--- config.mk ---
export PLATFORM = sky130hd
export DESIGN_NAME = tdc_toa_hit_buffer
export DESIGN_NICKNAME = d
export VERILOG_FILES = /design/src/rtl/tdc_toa_hit_buffer.sv
export SDC_FILE = /design/constraint.sdc
export NUM_CORES = 1
export LEC_CHECK = 0
export ABC_AREA = 1
export BUFFER_PORTS_ARGS = -buffer_cell sky130_fd_sc_hd__buf_2
export CAP_MARGIN = 20
export CORE_ASPECT_RATIO = 1.2
export CORE_MARGIN = 1.5
export CORE_UTILIZATION = 50
export CTS_CLUSTER_SIZE = 8
export DETAILED_ROUTE_END_ITERATION = 7
export GPL_TIMING_DRIVEN = 0
export PLACE_DENSITY = 0.7
export SYNTH_ARGS = -nofsm -noshare
export SYNTH_HDL_FRONTEND = slang
export SYNTH_SLANG_ARGS = --single-unit
--- constraint.sdc ---
create_clock -name clk -period 2.4 [get_ports clk]
set_input_delay 0.12 -clock clk [delete_from_list [all_inputs] [get_ports clk]]
set_output_delay 0.12 -clock clk [all_outputs]
set_load 0.03 [all_outputs]
--- src/rtl/tdc_toa_hit_buffer.sv ---
// ============================================================================
// Module      : tdc_toa_hit_buffer
// Description : Captures encoded TOA hits, applies error and window filters,
//               and buffers accepted hits in a first-word-fall-through FIFO
//               that the pixel readout drains over valid/ready. Keeps
//               saturating hit, reject and drop statistics.
// Revision    : 1.0 - initial release
// ============================================================================
`default_nettype none

module tdc_toa_hit_buffer #(
    parameter int DEPTH = 4,
    parameter int CNT_W = 16
) (
    input  logic             clk,
    input  logic             reset,
    input  logic             hit_valid,
    input  logic [2:0]       coarse_phase,
    input  logic [6:0]       fine_phase,
    input  logic             error_flag,
    input  logic             drop_err,
    input  logic             win_en,
    input  logic [9:0]       win_lo,
    input  logic [9:0]       win_hi,
    input  logic             rd_ready,
    output logic             rd_valid,
    output logic [11:0]      rd_data,
    output logic             full,
    output logic             empty,
    output logic             overflow,
    input  logic             clr_stat,
    output logic [CNT_W-1:0] hit_cnt,
    output logic [CNT_W-1:0] rej_cnt,
    output logic [CNT_W-1:0] drop_cnt
);

    localparam int PTR_W = (DEPTH > 1) ? $clog2(DEPTH) : 1;
    localparam int OCC_W = PTR_W + 1;
    localparam logic [OCC_W-1:0] OCC_FULL = OCC_W'(DEPTH);

    // Storage and pointers
    logic [11:0]      mem [DEPTH];
    logic [PTR_W-1:0] wr_ptr_q, wr_ptr_d;
    logic [PTR_W-1:0] rd_ptr_q, rd_ptr_d;
    logic [OCC_W-1:0] occ_q, occ_d;
    logic [OCC_W-1:0] occ_after_pop;
    logic [11:0]      rd_data_q, rd_data_d;

    // Statistics state
    logic [CNT_W-1:0] hit_cnt_q, rej_cnt_q, drop_cnt_q;
    logic             overflow_q;
    logic             ovf_pending_q;

    // Hit qualification
    logic [9:0]  toa;
    logic        rej_err;
    logic        rej_win;
    logic        qualified;
    logic        is_full;
    logic        pop;
    logic        push;
    logic        drop;
    logic        reject;
    logic [11:0] push_word;

    // Concatenation equals coarse*128 + fine
    assign toa       = {coarse_phase, fine_phase};
    assign rej_err   = drop_err & error_flag;
    // An inverted window (lo > hi) can never be satisfied, so it rejects everything
    assign rej_win   = win_en & ((toa < win_lo) | (toa > win_hi));
    assign qualified = hit_valid & ~rej_err & ~rej_win;
    assign reject    = hit_valid & (rej_err | rej_win);

    assign is_full   = (occ_q == OCC_FULL);
    assign rd_valid  = (occ_q != '0);
    assign pop       = rd_valid & rd_ready;
    // A pop in the same cycle frees the slot, so a full FIFO still accepts
    assign push      = qualified & (~is_full | pop);
    assign drop      = qualified & is_full & ~pop;
    assign push_word = {error_flag, ovf_pending_q, toa};

    assign occ_after_pop = occ_q - OCC_W'(pop);

    function automatic logic [CNT_W-1:0] sat_inc(input logic [CNT_W-1:0] v);
        return (&v) ? v : v + 1'b1;
    endfunction

    // Next pointer/occupancy and the word to present at the head next cycle
    always_comb begin
        wr_ptr_d  = wr_ptr_q + PTR_W'(push);
        rd_ptr_d  = rd_ptr_q + PTR_W'(pop);
        occ_d     = occ_after_pop + OCC_W'(push);
        rd_data_d = rd_data_q;
        if (occ_d != '0) begin
            // When the FIFO drains to zero this cycle, the new word bypasses memory
            if (push && (occ_after_pop == '0)) begin
                rd_data_d = push_word;
            end else begin
                rd_data_d = mem[rd_ptr_d];
            end
        end
    end

    // Storage write; contents need no reset since occupancy gates validity
    always_ff @(posedge clk) begin
        if (push) begin
            mem[wr_ptr_q] <= push_word;
        end
    end

    // FIFO control registers and registered head word
    always_ff @(posedge clk or posedge reset) begin
        if (reset) begin
            wr_ptr_q  <= '0;
            rd_ptr_q  <= '0;
            occ_q     <= '0;
            rd_data_q <= '0;
        end else begin
            wr_ptr_q  <= wr_ptr_d;
            rd_ptr_q  <= rd_ptr_d;
            occ_q     <= occ_d;
            rd_data_q <= rd_data_d;
        end
    end

    // Statistics, sticky overflow and the mark for the first word after drops
    always_ff @(posedge clk or posedge reset) begin
        if (reset) begin
            hit_cnt_q     <= '0;
            rej_cnt_q     <= '0;
            drop_cnt_q    <= '0;
            overflow_q    <= 1'b0;
            ovf_pending_q <= 1'b0;
        end else if (clr_stat) begin
            hit_cnt_q     <= '0;
            rej_cnt_q     <= '0;
            drop_cnt_q    <= '0;
            overflow_q    <= 1'b0;
            ovf_pending_q <= 1'b0;
        end else begin
            if (push) begin
                hit_cnt_q <= sat_inc(hit_cnt_q);
            end
            if (reject) begin
                rej_cnt_q <= sat_inc(rej_cnt_q);
            end
            if (drop) begin
                drop_cnt_q    <= sat_inc(drop_cnt_q);
                overflow_q    <= 1'b1;
                ovf_pending_q <= 1'b1;
            end else if (push) begin
                ovf_pending_q <= 1'b0;
            end
        end
    end

    assign rd_data  = rd_data_q;
    assign full     = is_full;
    assign empty    = (occ_q == '0);
    assign overflow = overflow_q;
    assign hit_cnt  = hit_cnt_q;
    assign rej_cnt  = rej_cnt_q;
    assign drop_cnt = drop_cnt_q;

endmodule

`default_nettype wire

==> results of run 1 <==
[how the worst min path moves through the flow]
stage                                   endpoint             from
final                        mem[1][8]$_DFFE_PP_  coarse_phase[1]
after global routing         mem[0][4]$_DFFE_PP_    fine_phase[4]
after CTS                    mem[0][3]$_DFFE_PP_    fine_phase[3]
after detailed placement  rej_cnt[8]$_DFFE_PP0P_            reset
after global placement       mem[1][0]$_DFFE_PP_    fine_phase[0]
after floorplan              mem[0][0]$_DFFE_PP_    fine_phase[0]
[state kept, by name, indices dropped and copies added, names as in the netlist, 2 cells and up]
| name | flops |
|---|---|
| drop_cnt | 16 |
| hit_cnt | 16 |
| mem | 48 |
| occ_q | 3 |
| rd_data | 12 |
| rd_ptr_q | 2 |
| rej_cnt | 16 |
| wr_ptr_q | 2 |
[stage by stage]
step	hold WS (ps)	cells	util [%]
finish	8.595	1079	66.18
CTS	0.6374	1072	64.43
global placement	360.0	1026	58.23
detailed placement	362.5	1030	58.76
floorplan	218.9	762	-
global route	7.091	1079	66.18
[worst max-delay path, delay by kind of cell, from the launching register on]
kind,cells,cell delay [ps]
DFF,1,440
and+or+nand+nor,5,650
xor gates and xnor gates,1,170
buffers and inverters,4,400
adders and majority gates,3,600
[routing by layer]
layer	track usage, %	up-vias	share of wire, %
met3	5.030	22	5.4
li1	-	2803	-
met5	0	-	0
met2	42.81	187	51
met1	32.47	2809	43
met4	7.972	0	1.2
[synthesized netlist by cell type (all sizes together)]
cell / count / area (um^2)
mux2: 12 / 135.1
ha: 28 / 350.3
nor4: 3 / 18.77
a41oi: 1 / 16.27
a21oi: 15 / 86.34
mux2i: 12 / 120.1
o21a: 2 / 15.01
xor2: 25 / 219.0
nor3b: 4 / 35.03
xnor2: 9 / 78.83
nand2: 213 / 852.1
a21o: 1 / 7.510
inv: 85 / 319.1
clkbuf: 11 / 41.29
buf: 12 / 80.07
o21bai: 1 / 7.510
dfrtp: 69 / 1727
nand3: 73 / 375.4
nor3: 22 / 131.4
edfxtp: 48 / 1441
o21ai: 19 / 95.09
nor2: 67 / 266.5
nand4: 30 / 202.7
[power breakdown]
part | switching [W] | total [W] | internal [W]
registers | 0.000182 | 0.00257 | 0.00239
logic | 0.00192 | 0.00323 | 0.00131
clock network | 0.000956 | 0.00248 | 0.00153
total | 0.00305 | 0.00828 | 0.00523
[layout by cell type, fill, tap and decap left out, drive strengths merged]
cell / n
a21o: 1
a21oi: 15
a41oi: 1
buf: 124
bufinv: 2
clkbuf: 28
clkinv: 6
clkinvlp: 4
dfrtp: 69
dlygate4sd3: 9
edfxtp: 48
ha: 28
inv: 88
mux2: 12
mux2i: 12
nand2: 213
nand3: 73
nand4: 30
nor2: 67
nor3: 22
nor3b: 4
nor4: 3
o21a: 2
o21ai: 19
o21bai: 1
xnor2: 9
xor2: 25
[layout make-up]
type	instances	area, um^2	area share, %
multi-input cells	537	3314	39.19
flip-flops and latches	117	3172	37.50
repair buffers	122	720.7	8.521
clock buffers	17	425.4	5.030
inverters	85	326.6	3.861
well taps	164	205.2	2.426
clock inverters	15	155.1	1.834
plain buffers	22	138.9	1.642
[repair_timing]
item | CTS | global route
setup buffers | 2 | 6
cloned | 0 | 1
pin swaps | 3 | 14
hold endpoints to repair | 96 | 0
gates resized for setup | 14 | 31
hold buffers | 9 | 0
endpoints found under the setup margin | 12 | 12
[logic make-up (layout without fill, tap and decap cells)]
group,count (synthesis),in the layout
compound gates,39,39
xor+xnor,34,34
fa+ha+maj,28,28
buf+inv,108,261
flops,117,117
mux,24,24
simple gates,412,412
==> key figures, run 1 <==
Worst hold path
  – Hold crit path type: in2reg
  – Hold Path Stages: 1

Worst setup path
  – R2R Setup Slk: 30 ps
  – Slowest CP cell: dfrtp_2
  – Worst setup path startpoint: occ_q[0]$_DFF_PP0_
  – R2R depth: 13
  – Setup crit end kind: flip-flop
  – Crit Reg-Reg Startpoint: occ_q[0]$_DFF_PP0_
  – CP Cell Sequence: nor3_4, nor2_4, ha_4, ha_4, inv_4, ha_4, xnor2_2, inv_2, nor3_4, inv_2, clkbuf_16, nand3_2, nand2_2
  – R2r endpoint: rd_data[5]$_DFFE_PP0P_
  – Setup crit start kind: flip-flop
  – Critical path class: reg2reg
  – Most common cell on crit path: ha_4
  – CP Data Required Time: 2710 ps
  – Crit Path Max Fanout: 5
  – Biggest cell delay along the critical path: 440 ps
  – Critical Path End: rd_data[5]$_DFFE_PP0P_
  – Crit path DAT: 2680 ps

STA
  – Min Clock Period, post-route: 2372 ps
  – Final hold vios: 0
  – Final Setup Violations: 0
  – Slew margin rel.: 42.62%
  – Worst-Margin Slew: 860.7 ps
  – Unrepaired setup endpoints after global routing: yes
  – Min setup slack post-route: 27.62 ps
  – Setup TNS: 0 ps
  – Period utilization: 98.85%
  – FMAX: 421.5 MHz
  – Worst Skew: 7.321 ps
  – Max-slew violations: 0

Synth
  – Largest family of logic cells by synthesized area: simple AND/OR/NAND/NOR gates
  – Post-Syn Nets: 828
  – Library cells used by synthesis: 37
  – Syn_area_per_cell: 8.689 um^2
  – Post-synthesis compound-gate area fraction: 3.439%
  – Adder-Cell Fraction of Synth Area: 5.291%
  – Yosys reg bits: 117
  – Syn. warnings: 0
  – Simple-Gate Fraction of Synth Area: 28.42%
  – Sequential area share after synthesis: 47.85%
  – Mux share of post-synthesis cell area: 3.855%
  – Xor/xnor cell area share of the yosys netlist: 4.497%
  – Cells after Synth: 762
  – Post-Syn Area: 6621 um^2

Floorplanning
  – # rows: 45
  – I/O pins: 102
  – Core ar.: 12780 um^2
  – Initial Util: 51.81%
  – Die area: 13940 um^2
  – Die Y-Extent: 129.1 um
  – Chip Width: 108.1 um

Clocking
  – CTS Buf Count: 17
  – CTS tree: yes
  – CTS sink count: 117
  – Worst skew pair latency: 420 ps
  – H-tree levels: 4
  – Clock transition at path regs: 60 ps
  – Root Buffer: clkbuf_16
  – Max Buffers Root-to-Sink: 2

Power
  – Total power: 0.008283 W
  – Static Leak: 4.010 nW
  – Peak VDD IR: 0.7901 mV
  – Pwr per Cell Area: 979.3 nW/um^2

Routing
  – WL/cell: 15.66 um
  – TritonRoute pass-1 iters: 5
  – Drc violations: 0
  – Drt total wl: 16900 um
  – Via count: 5821
  – Final ANT Viol Nets: 0
  – DRT iter0 DRCs: 346
  – Via-to-Cell Ratio: 5.395

GRT
  – GRT Util Overall: 25.20%
  – Largest net degree at the start of global routing: 70
  – Global-route wire length before repair: 27710 um
  – GRT Residual Overflow: 0
  – Initial antenna violation count: 0
  – Number of global-route vias before repair: 5862

Cells and area
  – ANT cells: 0
  – Final instance area: 8458 um^2
  – Layout fillers: 1021
  – Layout cells sized above 1: 27.54%
  – Area Growth Syn to Fin: 27.74%
  – Post-layout nets: 968

Placement
  – Final HPWL DP: 11710 um
  – # port buffers: 100
  – Routability cong.: 0.8891
  – Dpl ws: -609.7 ps
  – Placed Area: 7510 um^2

Flow run
  – MaxCap Viol Count: 0

Status
  – Status: complete, no violations
Note: power is estimated with default switching activity, not from simulation.
==> run 2, diff against run 1 <==
==> constraint.sdc (replaced) <==
create_clock -name clk -period 2.4 [get_ports clk]
set_input_delay 0.48 -clock clk [delete_from_list [all_inputs] [get_ports clk]]
set_output_delay 0.48 -clock clk [all_outputs]
set_load 0.03 [all_outputs]
==> key figures, run 2 (synthesis results as in run 1) <==
Placement
  – Inst Count DP: 1030 (unchanged)
  – Final HPWL DP: 11700 um (was 11710 um)
  – Placed Area: 7645 um^2 (was 7510 um^2)
  – Routability cong.: 0.9118 (was 0.8891)
  – # port buffers: 100 (unchanged)

Routing
  – Via-to-Cell Ratio: 5.400 (was 5.395)
  – Final ANT Viol Nets: 0 (unchanged)
  – Drt total wl: 16990 um (was 16900 um)
  – Drc violations: 0 (unchanged)
  – WL/cell: 15.77 um (was 15.66 um)
  – Via count: 5816 (was 5821)
  – TritonRoute pass-1 iters: 5 (unchanged)
  – DRT iter0 DRCs: 354 (was 346)

Cells and area
  – Area Growth Syn to Fin: 33.22% (was 27.74%)
  – Final instance area: 8821 um^2 (was 8458 um^2)
  – Most common cell after layout, fill and taps aside: nand2_1 (unchanged)
  – Largest register by flop count: mem (unchanged)
  – Post-layout nets: 966 (was 968)
  – Util after Layout: 69.02% (was 66.18%)
  – Layout cells sized above 1: 31.22% (was 27.54%)
  – Post-Layout Cell Count: 1077 (was 1079)
  – Most frequent cells in the layout: nand2_1, buf_2, dfrtp_1 (was nand2_1, buf_2, inv_1)
  – Max reg flops: 48 (unchanged)
  – ANT cells: 0 (unchanged)

Power
  – Peak VDD IR: 0.7652 mV (was 0.7901 mV)
  – Sequential Power Share: 30.6% (was 31.0%)
  – Cell Int Power: 0.005390 W (was 0.005228 W)
  – Net Sw Power: 0.003004 W (was 0.003055 W)
  – Clock group share of total power: 30.3% (was 30.0%)
  – Logic gate share of total power: 39.0% (about the same)
  – Pwr per Cell Area: 951.6 nW/um^2 (was 979.3 nW/um^2)
  – Switch share: 35.79% (was 36.88%)
  – Total power: 0.008394 W (was 0.008283 W)
  – Static Leak: 4.096 nW (was 4.010 nW)

Status
  – Failing checks: setup timing
  – Status: finished, violations left (was complete, no violations)

STA
  – Worst-Margin Slew: 883.0 ps (was 860.7 ps)
  – Min setup slack post-route: -59.93 ps (was 27.62 ps)
  – Min Clock Period, post-route: 2460 ps (was 2372 ps)
  – Period utilization: 102.5% (was 98.85%)
  – Unrepaired setup endpoints after global routing: yes (unchanged)
  – Worst Skew: 9.244 ps (was 7.321 ps)
  – Final Setup Violations: 21 (was 0)
  – Max-slew violations: 0 (unchanged)
  – Final hold vios: 0 (unchanged)
  – FMAX: 406.5 MHz (was 421.5 MHz)
  – Slew margin rel.: 41.13% (was 42.62%)

Floorplanning
  – Die Y-Extent: 129.1 um (unchanged)
  – Die area: 13940 um^2 (unchanged)
  – # rows: 45 (unchanged)
  – Chip Width: 108.1 um (unchanged)
  – Initial Util: 51.81% (unchanged)
  – I/O pins: 102 (unchanged)
  – Core ar.: 12780 um^2 (unchanged)

Worst setup path
  – CP Data Required Time: 2700 ps (was 2710 ps)
  – Crit Reg-Reg Startpoint: occ_q[1]$_DFF_PP0_ (was occ_q[0]$_DFF_PP0_)
  – Setup crit start kind: input port (was flip-flop)
  – Biggest cell delay along the critical path: 200 ps (was 440 ps)
  – Setup crit end kind: flip-flop (unchanged)
  – CP Cell Sequence: buf_2, inv_2, ha_4, a21oi_1, o21a_1, nand3_2, nand2_2, nand2_4, nand2_4, nor2_4, ha_4, ha_4, xnor2_2, inv_2, nor3_4, inv_2, clkbuf_16, nand3_2, nand2_1 (was nor3_4, nor2_4, ha_4, ha_4, inv_4, ha_4, xnor2_2, inv_2, nor3_4, inv_2, clkbuf_16, nand3_2, nand2_2)
  – Crit path DAT: 2760 ps (was 2680 ps)
  – R2R depth: 10 (was 13)
  – R2R Setup Slk: 30 ps (about the same)
  – Slowest CP cell: ha_4 (was dfrtp_2)
  – R2r endpoint: rd_data[4]$_DFFE_PP0P_ (was rd_data[5]$_DFFE_PP0P_)
  – Critical path class: in2reg (was reg2reg)
  – Worst path top cell family by delay: simple AND/OR/NAND/NOR gates (unchanged)
  – Crit Path Max Fanout: 5 (unchanged)
  – Crit path buffers/inverters: 5 (was 4)

GRT
  – GRT Util Overall: 25.49% (was 25.20%)
  – Initial antenna violation count: 0 (unchanged)
  – Largest net degree at the start of global routing: 70 (unchanged)
  – Global-route wire length before repair: 27680 um (was 27710 um)
  – GRT Residual Overflow: 0 (unchanged)
  – Number of global-route vias before repair: 5855 (was 5862)

Clocking
  – Clock transition at path regs: 60 ps (about the same)
  – Max Buffers Root-to-Sink: 2 (unchanged)
  – H-tree levels: 4 (unchanged)
  – Hold buffer count at cts: 0 (was 9)
  – CTS tree: yes (unchanged)
  – Root Buffer: clkbuf_16 (unchanged)
  – Worst skew pair latency: 410 ps (was 420 ps)
  – CTS sink count: 117 (unchanged)
  – CTS Buf Count: 17 (unchanged)

Worst hold path
  – Hold crit path type: in2async (was in2reg)

Flow run
  – MaxCap Viol Count: 0 (unchanged)
[run 2: cell types whose count changed in the layout (fill, tap and decap cells not counted), moves of 5 or more]
cell | previous run | this run
nand2_2 | 19 | 26
buf_4 | 11 | 17
buf_6 | 7 | 16
nand2_1 | 188 | 180
ha_4 | 6 | 17
buf_2 | 104 | 91
nand3_1 | 60 | 55
dlygate4sd3_1 | 9 | 0
ha_1 | 21 | 11
inv_1 | 76 | 68
[run 2: final cells by class]
| type | count | area [um^2] |
|---|---|---|
| multi-input cells | 537 | 3543 |
| repair buffers | 120 | 809.5 |
| inverters | 85 | 356.6 |
| plain buffers | 22 | 136.4 |
| flip-flops and latches | 117 | 3168 |
| well taps | 164 | 205.2 |
| fillers | 964 | 3960 |
| clock buffers | 25 | 506.7 |
| clock inverters | 7 | 95.09 |
[run 2: worst max path at each step]
stage	start	to	cells after the start
after floorplan	win_hi[9]	mem[0][0]$_DFFE_PP_	10
after global placement	win_hi[9]	mem[1][2]$_DFFE_PP_	11
after detailed placement	coarse_phase[2]	rd_data[0]$_DFFE_PP0P_	19
after CTS	fine_phase[4]	rd_data[2]$_DFFE_PP0P_	19
after global routing	win_lo[9]	rd_data[6]$_DFFE_PP0P_	19
final	win_lo[9]	rd_data[6]$_DFFE_PP0P_	19
[run 2: repair_timing]
item                                    4_1_cts  5_1_grt
endpoints found under the setup margin       12       55
hold endpoints to repair                      0        0
gates cloned                                  1        0
pin swaps                                    17       14
resized for setup                            46       53
setup buffers                                 6        9
[run 2: per-layer routing]
layer / global-route usage, % / up-vias / routed length [um]
li1: - / 2808 / -
met1: 32.43 / 2814 / 7365
met2: 43.37 / 166 / 8671
met3: 4.427 / 28 / 701
met4: 9.907 / 0 / 246
met5: 0 / - / 0
[run 2: power groups by stage]
| stage | clock (W) | sequential, W | combinational (W) |
|---|---|---|---|
| final | 0.00255 | 0.00257 | 0.00328 |
| after global routing | 0.00267 | 0.00259 | 0.00355 |
| after detailed placement | 0 | 0.00257 | 0.00260 |
| after CTS | 0.00257 | 0.00254 | 0.00294 |
| after floorplan | 0 | 0.00278 | 0.00168 |
| after global placement | 0 | 0.00256 | 0.00250 |
[run 2: stage by stage]
| stage | worst slack (ps) | hold slack (ps) | TNS, ps |
|---|---|---|---|
| after floorplan | -307.0 | 475.1 | -17120 |
| after global routing | -193.5 | 266.8 | -3869 |
| after detailed placement | -837.2 | 460.7 | -25710 |
| final | -59.93 | 258.3 | -472.7 |
| after CTS | 2.016 | 284.2 | 0 |
| after global placement | -1241 | 462.2 | -118100 |
